**src/rtl/pmp_csr_write_guard.sv**
```systemverilog
// PMP CSR write guard: WARL legalisation and lock masking of pmpcfg/pmpaddr
// writes ahead of the CSR file, behind a one-entry valid/ready output stage.
// Optional feature macro: PMP_BLOCKED_CNT_EN (saturating blocked-write counter).
`ifndef XLEN_32b
`define XLEN_32b 1
`endif
`ifndef XLEN_64b
`define XLEN_64b 2
`endif

module pmp_csr_write_guard #(
  parameter int unsigned XLEN         = `XLEN_64b,
  parameter int unsigned PMP_ENTRIES  = 16,
  parameter logic [11:0] PMPCFG_BASE  = 12'h3A0,
  parameter logic [11:0] PMPADDR_BASE = 12'h3B0,
  localparam int unsigned W           = 1 << (XLEN + 4)
) (
  input  logic                   i_clk,
  input  logic                   i_rst_n,
  input  logic                   i_wr_valid,
  output logic                   o_wr_ready,
  input  logic [11:0]            i_csr_addr,
  input  logic [W-1:0]           i_new_csr,
  input  logic [W-1:0]           i_old_csr,
  output logic                   o_wr_valid,
  input  logic                   i_wr_ready,
  output logic [11:0]            o_wr_addr,
  output logic [W-1:0]           o_wr_data,
  output logic                   o_wr_blocked,
  output logic                   o_wr_illegal,
  output logic [PMP_ENTRIES-1:0] o_lock_vec,
  output logic [15:0]            o_blocked_cnt
);

  localparam int unsigned NB    = W / 8;
  localparam bit          IS64  = (W == 64);
  localparam int unsigned EW    = $clog2(PMP_ENTRIES);
  localparam logic [6:0]  N7    = 7'(PMP_ENTRIES);
  localparam logic [1:0]  A_TOR = 2'b01;

  logic [PMP_ENTRIES-1:0]      r_lock;
  logic [PMP_ENTRIES-1:0][1:0] r_amode;
  logic                        r_valid;
  logic [11:0]                 r_addr;
  logic [W-1:0]                r_data;
  logic                        r_blocked;
  logic                        r_illegal;

  logic                        w_accept;
  logic [11:0]                 w_cfg_off;
  logic [11:0]                 w_addr_off;
  logic                        w_is_cfg;
  logic                        w_is_addr;
  logic [W-1:0]                w_data;
  logic                        w_blocked;
  logic                        w_illegal;
  logic                        w_cfg_commit;
  logic                        w_any_in;
  logic                        w_all_locked;
  logic [PMP_ENTRIES-1:0]      w_lock_nxt;
  logic [PMP_ENTRIES-1:0][1:0] w_amode_nxt;

  assign o_wr_ready = !r_valid | i_wr_ready;
  assign w_accept   = i_wr_valid & o_wr_ready;

  // Unsigned wrap-around makes addresses below the base fall out of range.
  assign w_cfg_off  = i_csr_addr - PMPCFG_BASE;
  assign w_addr_off = i_csr_addr - PMPADDR_BASE;
  assign w_is_cfg   = (w_cfg_off < 12'd16);
  assign w_is_addr  = (w_addr_off < 12'd64);

  always_comb begin : filter
    logic [6:0] v_entry;
    logic [7:0] v_byte;
    logic [5:0] v_idx;
    logic [6:0] v_next;
    // NOTE: every combinational output is defaulted first so no path infers a latch.
    w_data       = i_new_csr;
    w_blocked    = 1'b0;
    w_illegal    = 1'b0;
    w_cfg_commit = 1'b0;
    w_any_in     = 1'b0;
    w_all_locked = 1'b1;
    w_lock_nxt   = r_lock;
    w_amode_nxt  = r_amode;
    v_entry      = '0;
    v_byte       = '0;
    v_idx        = '0;
    v_next       = '0;

    if (w_is_cfg) begin
      if (IS64 && w_cfg_off[0]) begin
        w_data    = i_old_csr;
        w_illegal = 1'b1;
      end else begin
        w_cfg_commit = 1'b1;
        for (int j = 0; j < NB; j++) begin
          v_entry = {1'b0, w_cfg_off[3:0], 2'b00} + 7'(j);
          v_byte  = i_new_csr[8*j +: 8];
          if (v_entry < N7 && r_lock[v_entry[EW-1:0]]) begin
            v_byte   = i_old_csr[8*j +: 8];
            w_any_in = 1'b1;
          end else if (v_entry >= N7) begin
            v_byte = 8'h00;
          end else begin
            w_any_in     = 1'b1;
            w_all_locked = 1'b0;
            v_byte[6:5]  = 2'b00;
            // R=0,W=1 is reserved; legalise to no access.
            if (!v_byte[0] && v_byte[1]) v_byte[1] = 1'b0;
            w_lock_nxt[v_entry[EW-1:0]]  = v_byte[7];
            w_amode_nxt[v_entry[EW-1:0]] = v_byte[4:3];
          end
          w_data[8*j +: 8] = v_byte;
        end
        // A register covering no implemented entry has nothing locked.
        w_blocked = w_any_in & w_all_locked;
      end
    end else if (w_is_addr) begin
      v_idx  = w_addr_off[5:0];
      v_next = {1'b0, v_idx} + 7'd1;
      if ({1'b0, v_idx} >= N7) begin
        w_data = '0;
      end else if (r_lock[v_idx[EW-1:0]] ||
                   (v_next < N7 && r_lock[v_next[EW-1:0]] &&
                    r_amode[v_next[EW-1:0]] == A_TOR)) begin
        w_data    = i_old_csr;
        w_blocked = 1'b1;
      end else if (IS64) begin
        w_data[W-1 -: 10] = '0;
      end
    end
  end

  always_ff @(posedge i_clk or negedge i_rst_n) begin
    if (!i_rst_n) begin
      // NOTE: the lock/A arrays are real state and are reset explicitly; nothing else clears a lock.
      r_lock    <= '0;
      r_amode   <= '0;
      r_valid   <= 1'b0;
      r_addr    <= '0;
      r_data    <= '0;
      r_blocked <= 1'b0;
      r_illegal <= 1'b0;
    end else begin
      // NOTE: non-blocking assignments keep every flop update independent of statement order.
      if (w_accept) begin
        r_valid   <= 1'b1;
        r_addr    <= i_csr_addr;
        r_data    <= w_data;
        r_blocked <= w_blocked;
        r_illegal <= w_illegal;
      end else if (i_wr_ready) begin
        r_valid <= 1'b0;
      end
      if (w_accept && w_cfg_commit) begin
        r_lock  <= w_lock_nxt;
        r_amode <= w_amode_nxt;
      end
    end
  end

  assign o_wr_valid   = r_valid;
  assign o_wr_addr    = r_addr;
  assign o_wr_data    = r_data;
  assign o_wr_blocked = r_blocked;
  assign o_wr_illegal = r_illegal;
  assign o_lock_vec   = r_lock;

`ifdef PMP_BLOCKED_CNT_EN
  logic [15:0] r_blocked_cnt;

  always_ff @(posedge i_clk or negedge i_rst_n) begin
    if (!i_rst_n) begin
      r_blocked_cnt <= '0;
    end else if (w_accept && w_blocked && r_blocked_cnt != 16'hFFFF) begin
      r_blocked_cnt <= r_blocked_cnt + 16'd1;
    end
  end

  assign o_blocked_cnt = r_blocked_cnt;
`else
  assign o_blocked_cnt = '0;
`endif

endmodule

```
**config.mk**
```make
export PLATFORM = sky130hd
export DESIGN_NAME = pmp_csr_write_guard
export DESIGN_NICKNAME = d
export VERILOG_FILES = /design/src/rtl/pmp_csr_write_guard.sv
export SDC_FILE = /design/constraint.sdc
export NUM_CORES = 1
export LEC_CHECK = 0
export CAP_MARGIN = 0
export CORE_MARGIN = 2
export CORE_UTILIZATION = 30
export DETAILED_ROUTE_END_ITERATION = 6
export PLACE_DENSITY = 0.66
export SLEW_MARGIN = 10
export SYNTH_ARGS = -nofsm -noshare
export SYNTH_HDL_FRONTEND = slang
export SYNTH_SLANG_ARGS = --single-unit
```
**constraint.sdc**
```tcl
create_clock -name i_clk -period 2.9 [get_ports i_clk]
set_clock_uncertainty 0.1 [all_clocks]
set_input_delay 0.58 -clock i_clk [delete_from_list [all_inputs] [get_ports i_clk]]
set_output_delay 0.58 -clock i_clk [all_outputs]
set_load 0.01 [all_outputs]
```
==> summary.md, run 1 <==
| Metric | Value |
|---|---|
| Status | completed |
| Worst r2r src | o_lock_vec[7] |
| Core area | 0.0244 mm^2 |
| I/O Buffers | 239 |
| All-layer global routing usage | 0.223 |
| Combinational share of power | 0.265 |
| Via count of the routed design | 8068 |
| Post-synth ARST share | 1.00 |
| Die Y | 162 um |
| H-tree levels | 4 |
| Primary FF master, synth | dfrtp_1 |
| Post-synth EDFFs | 0 |
| Tcrit/Tclk final | 0.997 |
| Worst hold margin | ~0.053 ns |
| Most frequent cells in the layout | clkdlybuf4s50_1 (230), buf_4 (132), dfrtp_1 (127) |
| Crit-path cells | buf_4 > inv_2 > ha_4 > buf_6 > and4b_1 > nor3_1 > a311o_1 > a211oi_2 > buf_4 > o31ai_4 > buf_12 > buf_12 > buf_16 > mux2i_2 > a2bb2oi_2 > a21oi_1 |
| Fillers | between 2000 and 2500 |
| Max Clock Freq | roughly 350 MHz |
| Worst-margin pin slew | 0.636 ns |
| Vias per inst | roughly 5.3 |
| Full die area | 0.0262 mm^2 |
| Hpwl dp | 22300 um |
| Hold Vio Cnt, Final | 0 |
| Share of layout cells above drive strength 1 | 0.231 |
| Worst hold path class | input port to asynchronous set/reset pin |
| Setup Viol. Count Final | 0 |
| Initial antenna violation count | 2 |
| Placer Congestion | 0.922 |
| First-pass GRT wire length | 45600 um |
| RSZ-0062 raised after global routing | true |
| Gr ovfl total | 0 |
| Sequential fraction of the synthesis area | 0.425 |
| Worst Path Max Fanout | 6 |
| Slew Limit Fails | 0 |
| Critical path data arrival time | 3.08 ns |
| Violation count after the first detailed-routing iteration | 801 |
| Layout Cells excl Fill | about 1500 |
| VDD IR-drop max | between 0.2 and 0.3 mV |
| Min Tclk post-route | just under 3 ns |
| CTS tree | done |
| Final net count | between 1000 and 1500 |
| Buf+Inv Stages, Crit Path | 7 |
| Sw Pwr | around 0.0016 W |
| Worst EP required | 3.08 ns |
| Vias in the first global route | 8037 |
| Die Span X | 162 um |
| DRC | 0 |
| Clk pwr share | 0.357 |
| Yosys reg bits | around 130 |
| CP Capture Type | register |
| Int Power | 0.00381 W |
| Largest delay share family, worst path | buffers and inverters |
| Row cnt | 57 |
| Max_slew headroom | 0.576 |
| Pwr dens | 434 mW/mm^2 |
| Post-layout util | 0.506 |
| Placed Instances | roughly 1500 |
| Clock transition at path regs | 0.06 ns |
| Syn Std Cell Area | 0.00748 mm^2 |
| Crit path from | i_csr_addr[1] |
| Routed WL per cell | 19.5 um |
| Final WL | 29900 um |
| Maxcap violations | 0 |
| Synthesis-to-finish area growth | 65.0% |
| Mapped Cells | about 830 |
| Syn_area_per_cell | 9.03 um^2 |
| Clock Path Buffers | 2 |
| YS warnings | 0 |
| Pleak | 5.37 nW |
| Antenna-violating nets left | 0 |
| Clk sinks | 127 |
| Sw Share | 0.289 |
| Starting Density | 0.307 |
| Sequential share of power | 0.378 |
| Largest net degree at the start of global routing | 46 |
| Slowest stage cell, crit path | a311o_1 |
| Startpoint Class | input port |
| I/O pin total | 256 |
| Crit path kind | input port to register |
| Worst-skew pair later-pin latency | 0.43 ns |
| Slowest cell delay on critical path | 0.36 ns |
| Commonest non-fill, non-tap cell in the layout | clkdlybuf4s50_1 |
| Count of cell types in the netlist | 63 |
| Root buffer cell | clkbuf_16 |
| First drt pass iteration count | 5 |
| Inserted Clock Buffers | 17 |
[kinds of logic after synthesis]
logic type | share of synthesized area
multiplexers | 0.0995
other | 0.000501
flip-flops | 0.425
AND/OR/NAND/NOR | 0.152
adder cells (fa/ha/maj) | 0.0167
AO/OA/AOI/OAI | 0.254
XOR/XNOR | 0.00351
buffers and inverters | 0.0493
[layout make-up]
type                    count  area, um^2  area share
diodes                      2        5.00    0.000405
clock buffers              21         450      0.0365
clock inverters            11        68.8     0.00557
inverters                  15        58.8     0.00476
multi-input cells         639        4380       0.355
flip-flops and latches    127        3180       0.257
well taps                 324         405      0.0328
repair buffers            392        3800       0.308
[path summary, 6_finish.rpt]
path                                       to  depth (start not counted)  slack (ns)
worst max-delay path            o_wr_data[53]                         16       0.009
worst min-delay path            o_wr_data[54]                          1        0.05
worst max register to register  o_wr_data[53]                          9       0.009
worst min register to register   o_wr_addr[9]                          2        0.38
max in group asynchronous       o_wr_data[44]                          2        1.96
min in group i_clk               o_wr_addr[9]                          2        0.38
[worst reg2reg max path: cells and delay by family (launching register included)]
family                 cells  cell delay [ns]
AOI/OAI and AO/OA          3             0.50
buffers and inverters      3             0.39
DFF                        1             0.47
muxes                      3             1.29
[cells in the mapped netlist (all sizes together) (3+ instances only)]
cell type	count	share of area
mux2	7	0.011
a22oi	3	0.0030
o21a	19	0.019
o21ai	33	0.022
o22ai	49	0.041
nor4bb	4	0.0053
a211oi	3	0.0030
buf	30	0.025
a32oi	6	0.0070
a22o	5	0.0059
o211ai	15	0.015
clkbuf	33	0.017
a21oi	100	0.067
dfrtp	127	0.42
nand3	23	0.015
and3	6	0.0050
or2	4	0.0033
a221o	5	0.0067
mux4	6	0.018
a21o	5	0.0050
inv	15	0.0075
a31oi	7	0.0059
nand2b	5	0.0042
and4b	3	0.0040
nor2	92	0.047
and2	6	0.0050
o2bb2ai	24	0.028
nand2	87	0.044
ha	10	0.017
mux2i	53	0.071
nor3	8	0.0053
[stage by stage]
stage	cell area [um^2]	TNS, ns	setup slack (ns)	total power (W)
floorplan	7650	-13.48	-0.250	0.00257
global placement	11300	-74.70	-0.782	0.00338
detailed placement	11300	-79.45	-0.831	0.00341
CTS	12100	0	0.00181	0.00537
global route	12400	-0.348	-0.0823	0.00560
finish	12400	0	0.00924	0.00536
[power by group through the flow]
stage               Combinational, W  Clock, W  Sequential, W
detailed placement           0.00135         0        0.00205
floorplan                   0.000456         0        0.00212
finish                       0.00142   0.00191        0.00202
global route                 0.00152   0.00204        0.00204
global placement             0.00133         0        0.00205
CTS                          0.00139   0.00196        0.00202
[what timing repair did]
action / 4_1_cts / 5_1_grt
gates resized for setup: 31 / 59
hold buffers: 0 / 0
cloned: 2 / 0
pin swaps: 10 / 13
setup endpoints to repair: 113 / 113
hold endpoints to repair: 0 / 0
buffers inserted: 12 / 9
[sequential cells by signal (all words and copies together) (netlist names)]
| register | flops |
|---|---|
| o_wr_blocked | 1 |
| r_amode | 32 |
| o_wr_data | 64 |
| o_wr_valid | 1 |
| o_wr_addr | 12 |
| o_lock_vec | 16 |
| o_wr_illegal | 1 |
[per-layer routing]
metal / GRT usage / part of all wire / vias to the layer above
met1: 0.293 / 0.43 / 3893
li1: - / - / 3797
met5: 0 / 0 / -
met4: 0.0740 / 0.021 / 0
met2: 0.374 / 0.49 / 325
met3: 0.0393 / 0.066 / 53
(Power assumes the default switching activity.)
==> run 2, diff against run 1 <==
CTS_CLUSTER_DIAMETER = 80   (was not set)
CTS_CLUSTER_SIZE = 8   (was not set)
RECOVER_POWER = 50   (was not set)
==> run 2 against run 1 <==
Effect of this change: die area unchanged; sequential cell count is the same; cell count unchanged; critical path type is now register to register; largest power group unchanged; critical path depth decreased by 7; fmax is essentially flat; clock power hardly changed; largest cell class unchanged; register-to-register slack barely moved; worst setup slack lost 0.00065 ns.
==> summary.md, run 2 (synthesized netlist as in run 1, its figures left out) <==
| Metric | Value |
|---|---|
| Status | completed |
| Max_slew headroom | 0.223 (-0.353) |
| CTS tree | done |
| Clock transition at path regs | 0.06 ns (about the same) |
| Placed Instances | 1478 (unchanged) |
| Vias per inst | 5.28 (+0.15%) |
| Crit path kind | register to register |
| Fillers | 2296 (+0.13%) |
| Worst Path Max Fanout | 6 (unchanged) |
| Slowest stage cell, crit path | mux4_2 |
| Maxcap violations | 0 (unchanged) |
| Slew Limit Fails | 0 (unchanged) |
| Vias in the first global route | 8037 (unchanged) |
| Core area | 0.0244 mm^2 (unchanged) |
| Slowest cell delay on critical path | 0.55 ns (+0.19 ns) |
| Final WL | 29900 um (-0.20%) |
| Final net count | 1346 (unchanged) |
| Final setup TNS | 0 ns (unchanged) |
| Crit-path cells | mux4_2 > mux4_2 > o31ai_4 > buf_12 > buf_12 > buf_16 > mux2i_2 > a2bb2oi_2 > a21oi_1 |
| Largest register FFs | 64 (unchanged) |
| Routed WL per cell | 19.5 um (-0.20%) |
| Initial antenna violation count | 2 (unchanged) |
| Worst-skew pair later-pin latency | 0.44 ns (about the same) |
| Root buffer cell | clkbuf_16 |
| Setup Viol. Count Final | 0 (unchanged) |
| Layout Cells excl Fill | 1531 (unchanged) |
| Full die area | 0.0262 mm^2 (unchanged) |
| Pleak | 5.37 nW (-0.14%) |
| Hold Vio Cnt, Final | 0 (unchanged) |
| Area occupied by multi-input gates | 0.00438 mm^2 (unchanged) |
| Worst hold path class | input port to asynchronous set/reset pin |
| Min Tclk post-route | 2.89 ns (+0.000652 ns) |
| Sequential Area | 0.00318 mm^2 (unchanged) |
| Hpwl dp | 22300 um (unchanged) |
| I/O Buffers | 239 (unchanged) |
| Tcrit/Tclk final | 0.997 (about the same) |
| Die Y | 162 um (unchanged) |
| All-layer global routing usage | 0.223 (unchanged) |
| Placer Congestion | 0.922 (unchanged) |
| Clock Path Buffers | 2 (unchanged) |
| Via count of the routed design | 8080 (+0.15%) |
| Inserted Clock Buffers | 17 (unchanged) |
| Share of layout cells above drive strength 1 | 0.228 (-0.00249) |
| Gr ovfl total | 0 (unchanged) |
| Post-Place Setup Slack | -0.831 ns (unchanged) |
| Clk sinks | 127 (unchanged) |
| RSZ-0062 raised after global routing | true |
| Post-layout util | 0.505 (-0.00179) |
| PnR worst setup slack | 0.00859 ns (-0.000652 ns) |
| Pwr dens | 433 mW/mm^2 (-0.15%) |
| Commonest non-fill, non-tap cell in the layout | clkdlybuf4s50_1 |
| CP Capture Type | register |
| Buf+Inv Stages, Crit Path | 3 (-4) |
| Largest delay share family, worst path | multiplexers |
| Critical path data arrival time | 3.08 ns (about the same) |
| Violation count after the first detailed-routing iteration | 858 (+7.1%) |
| H-tree levels | 4 (unchanged) |
| Synthesis-to-finish area growth | 64.4% |
| Max Clock Freq | 346 MHz (about the same) |
| Worst-margin pin slew | 1.17 ns (+0.529 ns) |
| Die Span X | 162 um (unchanged) |
| Starting Density | 0.307 (unchanged) |
| Antenna-violating nets left | 0 (unchanged) |
| I/O pin total | 256 (unchanged) |
| First-pass GRT wire length | 45600 um (unchanged) |
| Most frequent cells in the layout | clkdlybuf4s50_1 (201), buf_4 (128), dfrtp_1 (127) |
| Startpoint Class | register |
| First drt pass iteration count | 5 (unchanged) |
| Row cnt | 57 (unchanged) |
| Largest net degree at the start of global routing | 46 (unchanged) |
| VDD IR-drop max | 0.300 mV (+0.50%) |
| DRC | 0 (unchanged) |
| Worst EP required | 3.09 ns (about the same) |
-- run 2: timing repair --
action	4_1_cts	5_1_grt
pin swaps	10	13
resized for setup	31	59
hold buffers	0	0
setup buffers	12	9
setup endpoints to repair	113	113
cloned	2	0
endpoints found under the hold margin	0	0
-- run 2: final cells by class --
class,instances,share of cell area
Antenna cell,2,0.000407
Clock buffer,21,0.0366
Clock inverter,11,0.00559
Inverter,15,0.00478
Multi-Input combinational cell,639,0.356
Sequential cell,127,0.258
Tap cell,324,0.0329
Timing Repair Buffer,392,0.305
-- run 2: metal layers --
| layer | vias up | track usage | share of wire | wire, um |
|---|---|---|---|---|
| met5 | - | 0 | 0 | 0 |
| met4 | 0 | 0.0740 | 0.022 | 670 |
| met2 | 332 | 0.374 | 0.49 | 14500 |
| met3 | 50 | 0.0393 | 0.065 | 1940 |
| met1 | 3892 | 0.293 | 0.43 | 12700 |
| li1 | 3806 | - | - | - |
-- run 2: path summary, 6_finish.rpt --
check | start | endpoint | slack [ns] | cells after the start
max | o_lock_vec[7] | o_wr_data[53] | 0.009 | 9
min | i_rst_n | o_wr_data[54] | 0.25 | 1
max reg2reg | o_lock_vec[7] | o_wr_data[53] | 0.009 | 9
min reg2reg | o_wr_addr[9] | o_wr_addr[9] | 0.38 | 2
max in group asynchronous | i_rst_n | r_amode[21] | 0.74 | 2
min in group i_clk | o_wr_addr[9] | o_wr_addr[9] | 0.38 | 2
-- run 2: worst reg2reg max path, stage by stage, from the launching register on --
cell	delay [ns]
dfrtp_1	0.48
mux4_2	0.50
mux4_2	0.55
o31ai_4	0.29
buf_12	0.16
buf_12	0.10
buf_16	0.12
mux2i_2	0.24
a2bb2oi_2	0.14
a21oi_1	0.06
-- run 2: report_power, final --
part / internal (W) / switching, W / leakage (nW)
Sequential: 0.00193 / 0.0000901 / 1.58
Clock: 0.00110 / 0.000819 / 0.248
Combinational: 0.000747 / 0.000643 / 3.54
Total: 0.00378 / 0.00155 / 5.37
-- run 2: per-stage QoR --
stage	cell area [um^2]	power, W	hold WS (ns)
after detailed placement	11300	0.00341	0.370
after floorplan	7650	0.00257	0.184
after global routing	12300	0.00556	0.344
after global placement	11300	0.00338	0.361
final	12300	0.00533	0.252
after CTS	12100	0.00537	0.0739
